File: config.mk
export PLATFORM = sky130hd
export DESIGN_NAME = iomem_tone_gen
export DESIGN_NICKNAME = d
export VERILOG_FILES = /design/src/rtl/tone_pkg.sv /design/src/rtl/tone_cmd_fifo.sv /design/src/rtl/iomem_tone_gen.sv
export SDC_FILE = /design/constraint.sdc
export NUM_CORES = 1
export LEC_CHECK = 0
export ABC_AREA = 1
export BUFFER_PORTS_ARGS = -buffer_cell sky130_fd_sc_hd__buf_2
export CORE_UTILIZATION = 50
export CTS_BUF_LIST = sky130_fd_sc_hd__clkbuf_4
export CTS_CLUSTER_SIZE = 25
export DETAILED_ROUTE_END_ITERATION = 8
export PLACE_DENSITY = 0.77
export SLEW_MARGIN = 20
export SYNTH_ARGS = -nofsm -noshare
export SYNTH_HDL_FRONTEND = slang
export SYNTH_SLANG_ARGS = --single-unit
File: constraint.sdc
create_clock -name clk -period 3.5 [get_ports clk]
set_input_delay 0.175 -clock clk [delete_from_list [all_inputs] [get_ports clk]]
set_output_delay 0.175 -clock clk [all_outputs]
set_load 0.01 [all_outputs]
File: src/rtl/tone_pkg.sv
// rtl/tone_pkg.sv - shared constants and FSM encoding for the iomem tone generator
//
// Purpose: register indices, STAT/CTRL bit positions and playback state type
//          used by iomem_tone_gen and its command FIFO.
// Ports:   none (package).
package tone_pkg;

  localparam logic [1:0] REG_CMD  = 2'd0;
  localparam logic [1:0] REG_STAT = 2'd1;
  localparam logic [1:0] REG_CTRL = 2'd2;
  localparam logic [1:0] REG_TDIV = 2'd3;

  localparam int STAT_BUSY    = 0;
  localparam int STAT_EMPTY   = 1;
  localparam int STAT_FULL    = 2;
  localparam int STAT_OVF     = 3;
  localparam int STAT_LVL_LSB = 4;

  localparam int CTRL_ABORT   = 0;
  localparam int CTRL_IRQ_EN  = 1;
  localparam int CTRL_CLR_OVF = 2;

  typedef enum logic [1:0] {
    IDLE = 2'd0,
    LOAD = 2'd1,
    PLAY = 2'd2
  } tone_state_t;

endpackage

File: src/rtl/tone_cmd_fifo.sv
// rtl/tone_cmd_fifo.sv - synchronous 32-bit command FIFO with flush
//
// Purpose: holds queued {duration, half_period} tone commands.
// Ports:
//   clk, resetn       clock, synchronous active-low reset
//   push, push_data   write request and data (ignored when full)
//   pop               read request, head advances (ignored when empty)
//   flush             empties the FIFO, overrides push/pop
//   head              current oldest entry
//   full, empty       status flags
//   level             number of stored entries
module tone_cmd_fifo #(
  parameter int DEPTH = 4,
  parameter int LW    = $clog2(DEPTH + 1)
) (
  input  logic          clk,
  input  logic          resetn,
  input  logic          push,
  input  logic [31:0]   push_data,
  input  logic          pop,
  input  logic          flush,
  output logic [31:0]   head,
  output logic          full,
  output logic          empty,
  output logic [LW-1:0] level
);

  localparam int PW = $clog2(DEPTH);

  logic [31:0]   mem [DEPTH];
  logic [PW-1:0] wr_ptr;
  logic [PW-1:0] rd_ptr;
  logic [LW-1:0] count;
  logic          do_push;
  logic          do_pop;

  assign full    = (count == LW'(DEPTH));
  assign empty   = (count == '0);
  assign level   = count;
  assign head    = mem[rd_ptr];
  assign do_push = push && !full;
  assign do_pop  = pop && !empty;

  function automatic logic [PW-1:0] ptr_inc(input logic [PW-1:0] p);
    return (p == PW'(DEPTH - 1)) ? '0 : p + PW'(1);
  endfunction

  always_ff @(posedge clk) begin
    if (!resetn || flush) begin
      wr_ptr <= '0;
      rd_ptr <= '0;
      count  <= '0;
    end else begin
      if (do_push) wr_ptr <= ptr_inc(wr_ptr);
      if (do_pop)  rd_ptr <= ptr_inc(rd_ptr);
      if (do_push && !do_pop)      count <= count + LW'(1);
      else if (do_pop && !do_push) count <= count - LW'(1);
    end
  end

  always_ff @(posedge clk) begin
    if (do_push && !flush) mem[wr_ptr] <= push_data;
  end

endmodule

File: src/rtl/iomem_tone_gen.sv
// rtl/iomem_tone_gen.sv - PicoSoC iomem tone/buzzer peripheral with command queue
//
// Purpose: bus decode, register file and playback FSM; queued notes are played
//          back to back as a square wave, irq_done pulses per finished note.
// Ports:
//   clk, resetn        clock, synchronous active-low reset
//   iomem_valid/ready  bus request / one-cycle acknowledge
//   iomem_wstrb        byte strobes, 0 = read
//   iomem_addr         [31:24] page, [3:2] register
//   iomem_wdata/rdata  write data / read data (valid with ready)
//   tone_out           square-wave output
//   tone_busy          high while a note plays
//   irq_done           one-cycle pulse at natural note end when IRQ_EN=1
module iomem_tone_gen
  import tone_pkg::*;
#(
  parameter logic [7:0] ADDR_PAGE    = 8'h06,
  parameter int         FIFO_DEPTH   = 4,
  parameter int         TICK_DIV_RST = 12000
) (
  input  logic        clk,
  input  logic        resetn,
  input  logic        iomem_valid,
  output logic        iomem_ready,
  input  logic [3:0]  iomem_wstrb,
  input  logic [31:0] iomem_addr,
  input  logic [31:0] iomem_wdata,
  output logic [31:0] iomem_rdata,
  output logic        tone_out,
  output logic        tone_busy,
  output logic        irq_done
);

  localparam int LW = $clog2(FIFO_DEPTH + 1);

  logic          hit, wr, cmd_wr, ctrl_wr, tdiv_wr, abort;
  logic [1:0]    reg_sel;
  logic [31:0]   rd_val;
  logic          irq_en, ovf;
  logic [23:0]   tick_div;
  logic          fifo_pop, fifo_full, fifo_empty;
  logic [31:0]   fifo_head;
  logic [LW-1:0] fifo_level;
  tone_state_t   state;
  logic [15:0]   hp, half_cnt, dur_cnt;
  logic [23:0]   tick_cnt;
  logic          unused_addr;

  assign unused_addr = ^{iomem_addr[23:4], iomem_addr[1:0]};

  // The !iomem_ready term keeps a held request from being decoded twice.
  assign hit     = iomem_valid && !iomem_ready && (iomem_addr[31:24] == ADDR_PAGE);
  assign reg_sel = iomem_addr[3:2];
  assign wr      = hit && (iomem_wstrb != 4'h0);
  assign cmd_wr  = wr && (reg_sel == REG_CMD)  && (iomem_wstrb == 4'hF);
  assign ctrl_wr = wr && (reg_sel == REG_CTRL) && iomem_wstrb[0];
  assign tdiv_wr = wr && (reg_sel == REG_TDIV) && (iomem_wstrb == 4'hF);
  assign abort   = ctrl_wr && iomem_wdata[CTRL_ABORT];

  assign fifo_pop  = (state == IDLE) && !fifo_empty && !abort;
  assign tone_busy = (state == PLAY);

  tone_cmd_fifo #(.DEPTH(FIFO_DEPTH), .LW(LW)) u_fifo (
    .clk       (clk),
    .resetn    (resetn),
    .push      (cmd_wr),
    .push_data (iomem_wdata),
    .pop       (fifo_pop),
    .flush     (abort),
    .head      (fifo_head),
    .full      (fifo_full),
    .empty     (fifo_empty),
    .level     (fifo_level)
  );

  always_comb begin
    rd_val = '0;
    case (reg_sel)
      REG_STAT: begin
        rd_val[STAT_BUSY]                    = tone_busy;
        rd_val[STAT_EMPTY]                   = fifo_empty;
        rd_val[STAT_FULL]                    = fifo_full;
        rd_val[STAT_OVF]                     = ovf;
        rd_val[STAT_LVL_LSB+3:STAT_LVL_LSB]  = 4'(fifo_level);
      end
      REG_CTRL: rd_val[CTRL_IRQ_EN] = irq_en;
      REG_TDIV: rd_val[23:0]        = tick_div;
      default:  rd_val = '0;
    endcase
  end

  always_ff @(posedge clk) begin
    if (!resetn) begin
      iomem_ready <= 1'b0;
      iomem_rdata <= '0;
      irq_en      <= 1'b0;
      ovf         <= 1'b0;
      tick_div    <= 24'(TICK_DIV_RST);
    end else begin
      iomem_ready <= hit;
      iomem_rdata <= (hit && (iomem_wstrb == 4'h0)) ? rd_val : '0;
      if (ctrl_wr) begin
        irq_en <= iomem_wdata[CTRL_IRQ_EN];
        if (iomem_wdata[CTRL_CLR_OVF]) ovf <= 1'b0;
      end
      // Full is the pre-pop level, so a write racing a pop is still dropped.
      if (cmd_wr && fifo_full) ovf <= 1'b1;
      if (tdiv_wr) tick_div <= (iomem_wdata[23:0] == 24'd0) ? 24'd1 : iomem_wdata[23:0];
    end
  end

  always_ff @(posedge clk) begin
    if (!resetn) begin
      state    <= IDLE;
      tone_out <= 1'b0;
      irq_done <= 1'b0;
      hp       <= '0;
      half_cnt <= '0;
      dur_cnt  <= '0;
      tick_cnt <= '0;
    end else begin
      irq_done <= 1'b0;
      if (abort) begin
        state    <= IDLE;
        tone_out <= 1'b0;
      end else begin
        case (state)
          IDLE: begin
            tone_out <= 1'b0;
            // The head is captured as it is popped; LOAD then works on the copy.
            if (!fifo_empty) begin
              hp      <= fifo_head[15:0];
              dur_cnt <= fifo_head[31:16];
              state   <= LOAD;
            end
          end
          LOAD: begin
            if (dur_cnt == 16'd0) begin
              state <= IDLE;
            end else begin
              half_cnt <= hp - 16'd1;
              tick_cnt <= tick_div - 24'd1;
              tone_out <= 1'b0;
              state    <= PLAY;
            end
          end
          PLAY: begin
            if (half_cnt == 16'd0) begin
              half_cnt <= hp - 16'd1;
              if (hp != 16'd0) tone_out <= ~tone_out;
            end else begin
              half_cnt <= half_cnt - 16'd1;
            end
            if (tick_cnt == 16'd0) begin
              tick_cnt <= tick_div - 24'd1;
              dur_cnt  <= dur_cnt - 16'd1;
              if (dur_cnt == 16'd1) begin
                tone_out <= 1'b0;
                irq_done <= irq_en;
                state    <= IDLE;
              end
            end else begin
              tick_cnt <= tick_cnt - 24'd1;
            end
          end
          default: state <= IDLE;
        endcase
      end
    end
  end

endmodule

==> metrics, run 1 <==
CP arrival=3.65 ns; Hold Path Class=in2reg; Synth area leaders=edfxtp_1, dfxtp_1, nor2_1; Via-to-Cell Ratio=5.34; area of the mapped netlist=0.0128 mm^2; final hold viol count=0; Most common cell on crit path=dlygate4sd3_1; Multi-input gate area=0.00537 mm^2; Cells after Synth=1,559; FP Rows=58; Least-Margin Pin Slew=1.08 ns; TritonCTS clock tree=done; Critical Path Max Stage Delay=0.64 ns; vias in the first global route=10,800; Hold Crit Start=iomem_addr[31]; clk buf depth=3; H-tree depth=3; Peak Freq=0.324 GHz; Seq. cell area=0.00657 mm^2; initial antenna violation count=1; CP Capture Type=register; Synth Register Bits=264; FF-to-FF End=iomem_rdata[0]; maximum vdd ir drop=0.000419 V; DP HPWL=21,100 um; Routed wire per std cell=15.4 um; outcome=complete, no violations; Initial Util=50.8%; Setup violations, final=0; Remaining Overflow, GRT=0; CTS Root Cell=clkbuf_4; Clock transition at path regs=0.07 ns; DRC errors left=0; fin nets=1,803; Die W=162 um; share of the synthesized area in the top cell type=30.1%; Pre-antenna DRT Iters=7; EDFF count, synth=128; critical path's slowest cell=dlygate4sd3_1; Core ar.=0.0251 mm^2; sequential area share after synthesis=51.5%; Clock Skew=0.0359 ns; max-cap violation count=0; RSZ-0062 raised after global routing=false; crit-path max FO=23; Iter 0 DRT Violations=859; reg-to-reg setup timing slack=0.73 ns; number of CTS-inserted buffers=71; fillers=2,205; setup_tns=0 ns; gpl congestion=0.937; Worst Hold Path EP=hp[6]; die height=162 um; Slew Limit Fails=0; Via Count=11,200; largest net degree at the start of global routing=52; layout overhead on the synthesized area=16.2%; CP Data Required Time=4.06 ns; gr usage total=25.3%; Yosys cell types=50; critical path, cell by cell=dlygate4sd3_1 > buf_2 > nor2_1 > dlygate4sd3_1 > nand2_1 > nor2_4 > dlygate4sd3_1 > inv_1 > nor2_1 > nand3_1 > o22ai_1; Slew HR=28.0%; CP Class=in2reg; leakage power=6.17 nW; final period utilization=88.2%; total power=10.9 mW; Antenna Violating Nets Remaining=0; clk_lat worst skew=0.69 ns; PortBufs=76; Yosys top cell by area=edfxtp_1; Avg Cell Area, Syn=8.19 um^2; Ys Warns=0; Critical R2R Launch=iomem_ready; WL final=32,300 um; global-route wire length before repair=52,500 um; Synth Flop Type=dfxtp_1; TritonCTS sink count=264; Worst setup SP type=input pin; WHS=0.139 ns; # IOs=107; full die area=0.0262 mm^2; Tmin final=3.09 ns; power per standard cell area=737 mW/mm^2; Worst Path Buf+Inv=5; Async SR Flop Fraction=0%; Crit path max-delay family=buffers and inverters; Worst Hold Path Cells=7; share of layout cells above drive strength 1=13.4%; post-cts sizing count=0; R2R depth=8
[synth_stat cells (2+ instances only)]
library cell / count
o211ai_1: 4
nand3_2: 2
edfxtp_1: 128
dfxtp_1: 136
nand4_1: 20
clkbuf_1: 33
buf_1: 2
o21ai_1: 8
nand2_2: 2
inv_1: 140
xor2_1: 46
inv_2: 3
a22oi_1: 8
nand3_4: 2
buf_6: 4
xnor2_1: 10
ha_1: 17
buf_4: 12
nor2_2: 7
a21oi_1: 85
o21ai_0: 145
nand2_1: 274
nor2_1: 301
nor2_4: 6
nor3_1: 13
o22ai_1: 31
nand3_1: 81
a21oi_2: 2
buf_2: 13
nor4_1: 3
clkinv_1: 2
[flip-flops by register name, summed over array words and instances, names as in the netlist, 3 cells and up, named ones only]
register      count
tick_div         24
u_fifo.mem      128
tick_cnt         24
iomem_rdata      24
hp               16
half_cnt         16
u_fifo.level      3
dur_cnt          16
[worst reg2reg max path: stages (launching register included)]
cell and delay (ns):
dfxtp_1 0.31, nor2_1 0.11, nand3_1 0.12, nor2_4 0.18
dlygate4sd3_1 0.64, inv_1 0.09, nor2_1 0.17, nand3_1 0.59
o22ai_1 0.44
[what timing repair did]
action	in CTS	in global routing
hold buffers	46	0
setup buffers	0	0
hold endpoints to repair	158	0
[metrics by stage]
stage / area [um^2] / cells / util [%] / setup slack (ns)
4_1_cts: 14800 / 2103 / 59.0 / 0.480
6_report: 14800 / 2104 / 59.1 / 0.412
2_1_floorplan: 12800 / 1566 / - / 0.502
3_3_place_gp: 13400 / 1925 / 53.4 / 0.942
3_5_place_dp: 13400 / 1925 / 53.4 / 0.901
5_1_grt: 14800 / 2104 / 59.1 / 0.244
[layout by cell type, fill, tap and decap left out, types with 20 or more instances in the layout]
| cell | instances |
|---|---|
| nor2_1 | 297 |
| nand2_1 | 274 |
| o21ai_0 | 145 |
| inv_1 | 140 |
| dfxtp_1 | 135 |
| edfxtp_1 | 128 |
| clkbuf_4 | 105 |
| a21oi_1 | 85 |
| nand3_1 | 81 |
| buf_2 | 76 |
| xor2_1 | 46 |
| dlygate4sd3_1 | 46 |
| o22ai_1 | 31 |
| clkinv_1 | 21 |
| nand4_1 | 20 |
[cell type report]
type | count | share of cell area [%]
Antenna cell | 1 | 0.0169
Clock buffer | 105 | 5.32
Clock inverter | 27 | 1.15
Inverter | 146 | 3.70
Multi-Input combinational cell | 1092 | 36.2
Sequential cell | 264 | 44.3
Tap cell | 330 | 2.78
Timing Repair Buffer | 139 | 6.53
[power by group]
| part | switching, mW | leakage [nW] | total [mW] | internal (mW) |
|---|---|---|---|---|
| logic | 2.72 | 3.34 | 4.13 | 1.42 |
| registers | 0.376 | 2.26 | 3.96 | 3.58 |
| clock network | 1.30 | 0.566 | 2.84 | 1.54 |
[per-layer routing]
layer  GRT usage (%)  vias to the layer above  routed length [um]
li1                -                     5517                   -
met1            29.8                     5221               13000
met2            44.3                      397               16000
met3            4.67                      102                2020
met4            12.3                        0                1290
met5               0                        -                   0
[cells by family after synthesis]
logic type	share of synthesized area, %
muxes	0.0784
AOI/OAI and AO/OA	12.3
other	0.0294
buffers and inverters	6.90
DFF	51.5
and+or+nand+nor	23.6
adders and majority gates	1.82
xor gates and xnor gates	3.84
[worst max-delay path by stage]
stage | start | endpoint | slack, ns | cells after the start
after global routing | iomem_addr[28] | iomem_rdata[0] | 0.24 | 11
final | iomem_addr[28] | iomem_rdata[0] | 0.41 | 11
after global placement | iomem_ready | u_fifo.mem[2][20] | 0.94 | 10
after CTS | iomem_addr[28] | iomem_rdata[0] | 0.48 | 11
after detailed placement | iomem_ready | u_fifo.mem[2][20] | 0.90 | 10
after floorplan | iomem_ready | u_fifo.mem[3][0] | 0.50 | 9
No activity file was read; power rests on OpenSTA's default activity.
==> inputs of run 2 (changes only) <==
Settings changed: SYNTH_HIERARCHICAL set to 1.
==> metrics, run 2 <==
gr usage total=25.5%; initial antenna violation count=1; Peak Freq=0.313 GHz; R2R depth=16; TritonCTS clock tree=done; CTS Root Cell=clkbuf_4; RSZ-0062 raised after global routing=false; max FFs per register=128; Avg Cell Area, Syn=8.17 um^2; maximum vdd ir drop=0.000368 V; TritonCTS sink count=264; Critical R2R Launch=iomem_ready; Async SR Flop Fraction=0%; commonest non-fill, non-tap cell in the layout=nor2_1; FF-to-FF End=u_fifo/level[2]; # IOs=107; Setup violations, final=0; synth cell count leaders=nor2_1, nand2_1, inv_1, dfxtp_1, edfxtp_1; DRC errors left=0; Initial Util=51.1%; Antenna Violating Nets Remaining=0; CP Class=in2reg; H-tree depth=3; layout overhead on the synthesized area=14.6%; Yosys top cell by area=edfxtp_1; largest net degree at the start of global routing=65; Slew Limit Fails=0; EDFF count, synth=128; Worst setup SP type=input pin; clk buf depth=3; share of layout cells above drive strength 1=12.7%; max-cap violation count=0; DP HPWL=22,000 um; outcome=complete, no violations; crit-path max FO=4; Slew HR=41.3%; Tmin final=3.19 ns; PortBufs=76; total power=10.2 mW; most frequent cells in the layout=nor2_1, nand2_1, inv_1; Post-CTS Setup Bufs=0; Largest Register=u_fifo/mem; die height=162 um; Cells after Synth=1,573; Synth area leaders=edfxtp_1, dfxtp_1, nor2_1; leakage power=6.16 nW; setup ws final=0.306 ns; Least-Margin Pin Slew=0.878 ns; power per standard cell area=693 mW/mm^2; sequential area share after synthesis=51.1%; crit path from=iomem_addr[28]; Via Count=11,200; setup_tns=0 ns; fillers=2,201; Remaining Overflow, GRT=0; reg-to-reg setup timing slack=0.62 ns; CP arrival=3.78 ns; Die W=162 um; WL final=33,100 um; Synth Flop Type=dfxtp_1; gpl congestion=0.953; post-place setup slack=0.730 ns; Hold Path Class=in2reg; share of the synthesized area in the top cell type=29.9%; Via-to-Cell Ratio=5.30; Ys Warns=6; vias in the first global route=10,500; clk_lat worst skew=0.71 ns; count leader, synth=nor2_1; Yosys cell types=47; Clock Skew=0.0340 ns; global-route wire length before repair=52,900 um; Iter 0 DRT Violations=1,017; FP Rows=58; final hold viol count=0; CP Capture Type=register; Core ar.=0.0252 mm^2; Routed wire per std cell=15.7 um; Clock transition at path regs=0.06 ns; full die area=0.0264 mm^2; fin nets=1,816; crit path to=u_fifo/level[2]; Pre-antenna DRT Iters=5; number of CTS-inserted buffers=70; CP Data Required Time=4.08 ns; Synth Register Bits=264; area of the mapped netlist=0.0129 mm^2; final period utilization=91.3%
run 2: kinds of logic (layout without fill, tap and decap cells):
family                     Yosys count  in the layout  share of synthesized area [%]
AOI/OAI and AO/OA                  277            277                           11.5
xor gates and xnor gates            57             57                           3.88
adders and majority gates           20             20                           2.00
buffers and inverters              213            410                           7.50
DFF                                264            264                           51.1
other                                1              9                         0.0292
and+or+nand+nor                    741            741                           24.0
run 2: area by class of cell:
| class | instances | area [um^2] | area share [%] |
|---|---|---|---|
| repair buffers | 139 | 968 | 6.58 |
| well taps | 330 | 413 | 2.80 |
| diodes | 1 | 2.50 | 0.0170 |
| clock buffers | 93 | 698 | 4.74 |
| multi-input cells | 1103 | 5360 | 36.4 |
| clock inverters | 31 | 156 | 1.06 |
| inverters | 147 | 561 | 3.81 |
| flip-flops and latches | 264 | 6570 | 44.6 |
run 2: routing by layer:
layer | GRT usage [%] | wire length (um) | vias up
li1 | - | - | 5532
met1 | 33.0 | 14000 | 5125
met2 | 42.0 | 15500 | 443
met3 | 4.89 | 2570 | 80
met4 | 10.0 | 976 | 0
met5 | 0 | 0 | -
run 2: per-stage QoR:
stage          utilization (%)  cell area, um^2  hold slack, ns  cells
3_3_place_gp              53.3            13400           0.389   1937
4_1_cts                   58.5            14700          0.0750   2107
6_report                  58.5            14700           0.133   2108
2_1_floorplan                -            12900           0.274   1580
5_1_grt                   58.5            14700           0.186   2108
3_5_place_dp              53.3            13400           0.395   1937
run 2: worst max-delay path, stage by stage:
cell	delay (ns)
dlygate4sd3_1	0.54
buf_2	0.12
nor2_1	0.06
dlygate4sd3_1	0.54
nand2_1	0.07
nor2_2	0.25
nand2_1	0.12
nor4_1	0.50
nand2_1	0.20
inv_1	0.15
ha_1	0.19
inv_1	0.07
fa_1	0.41
inv_1	0.07
nand2_1	0.07
nand3_1	0.10
nand2_1	0.05
inv_1	0.05
nor2_1	0.04
run 2: worst min-delay path by stage:
stage | from | slack, ns | to | cells past startpoint
CTS | iomem_addr[30] | 0.08 | ovf | 8
finish | iomem_addr[30] | 0.13 | ovf | 8
global route | iomem_addr[30] | 0.19 | ovf | 7
detailed placement | iomem_wdata[29] | 0.39 | u_fifo/mem[3][29] | 1
global placement | iomem_wdata[29] | 0.39 | u_fifo/mem[2][29] | 1
floorplan | iomem_wdata[0] | 0.27 | u_fifo/mem[0][0] | 0
run 2: power breakdown:
| part | switching (mW) | internal (mW) |
|---|---|---|
| Clock | 1.33 | 1.27 |
| Combinational | 2.45 | 1.28 |
| Sequential | 0.332 | 3.54 |
| Total | 4.11 | 6.10 |
run 2: repair_timing:
action,CTS,global route
hold buffers,46,0
endpoints found under the hold margin,158,0
resized for setup,0,0
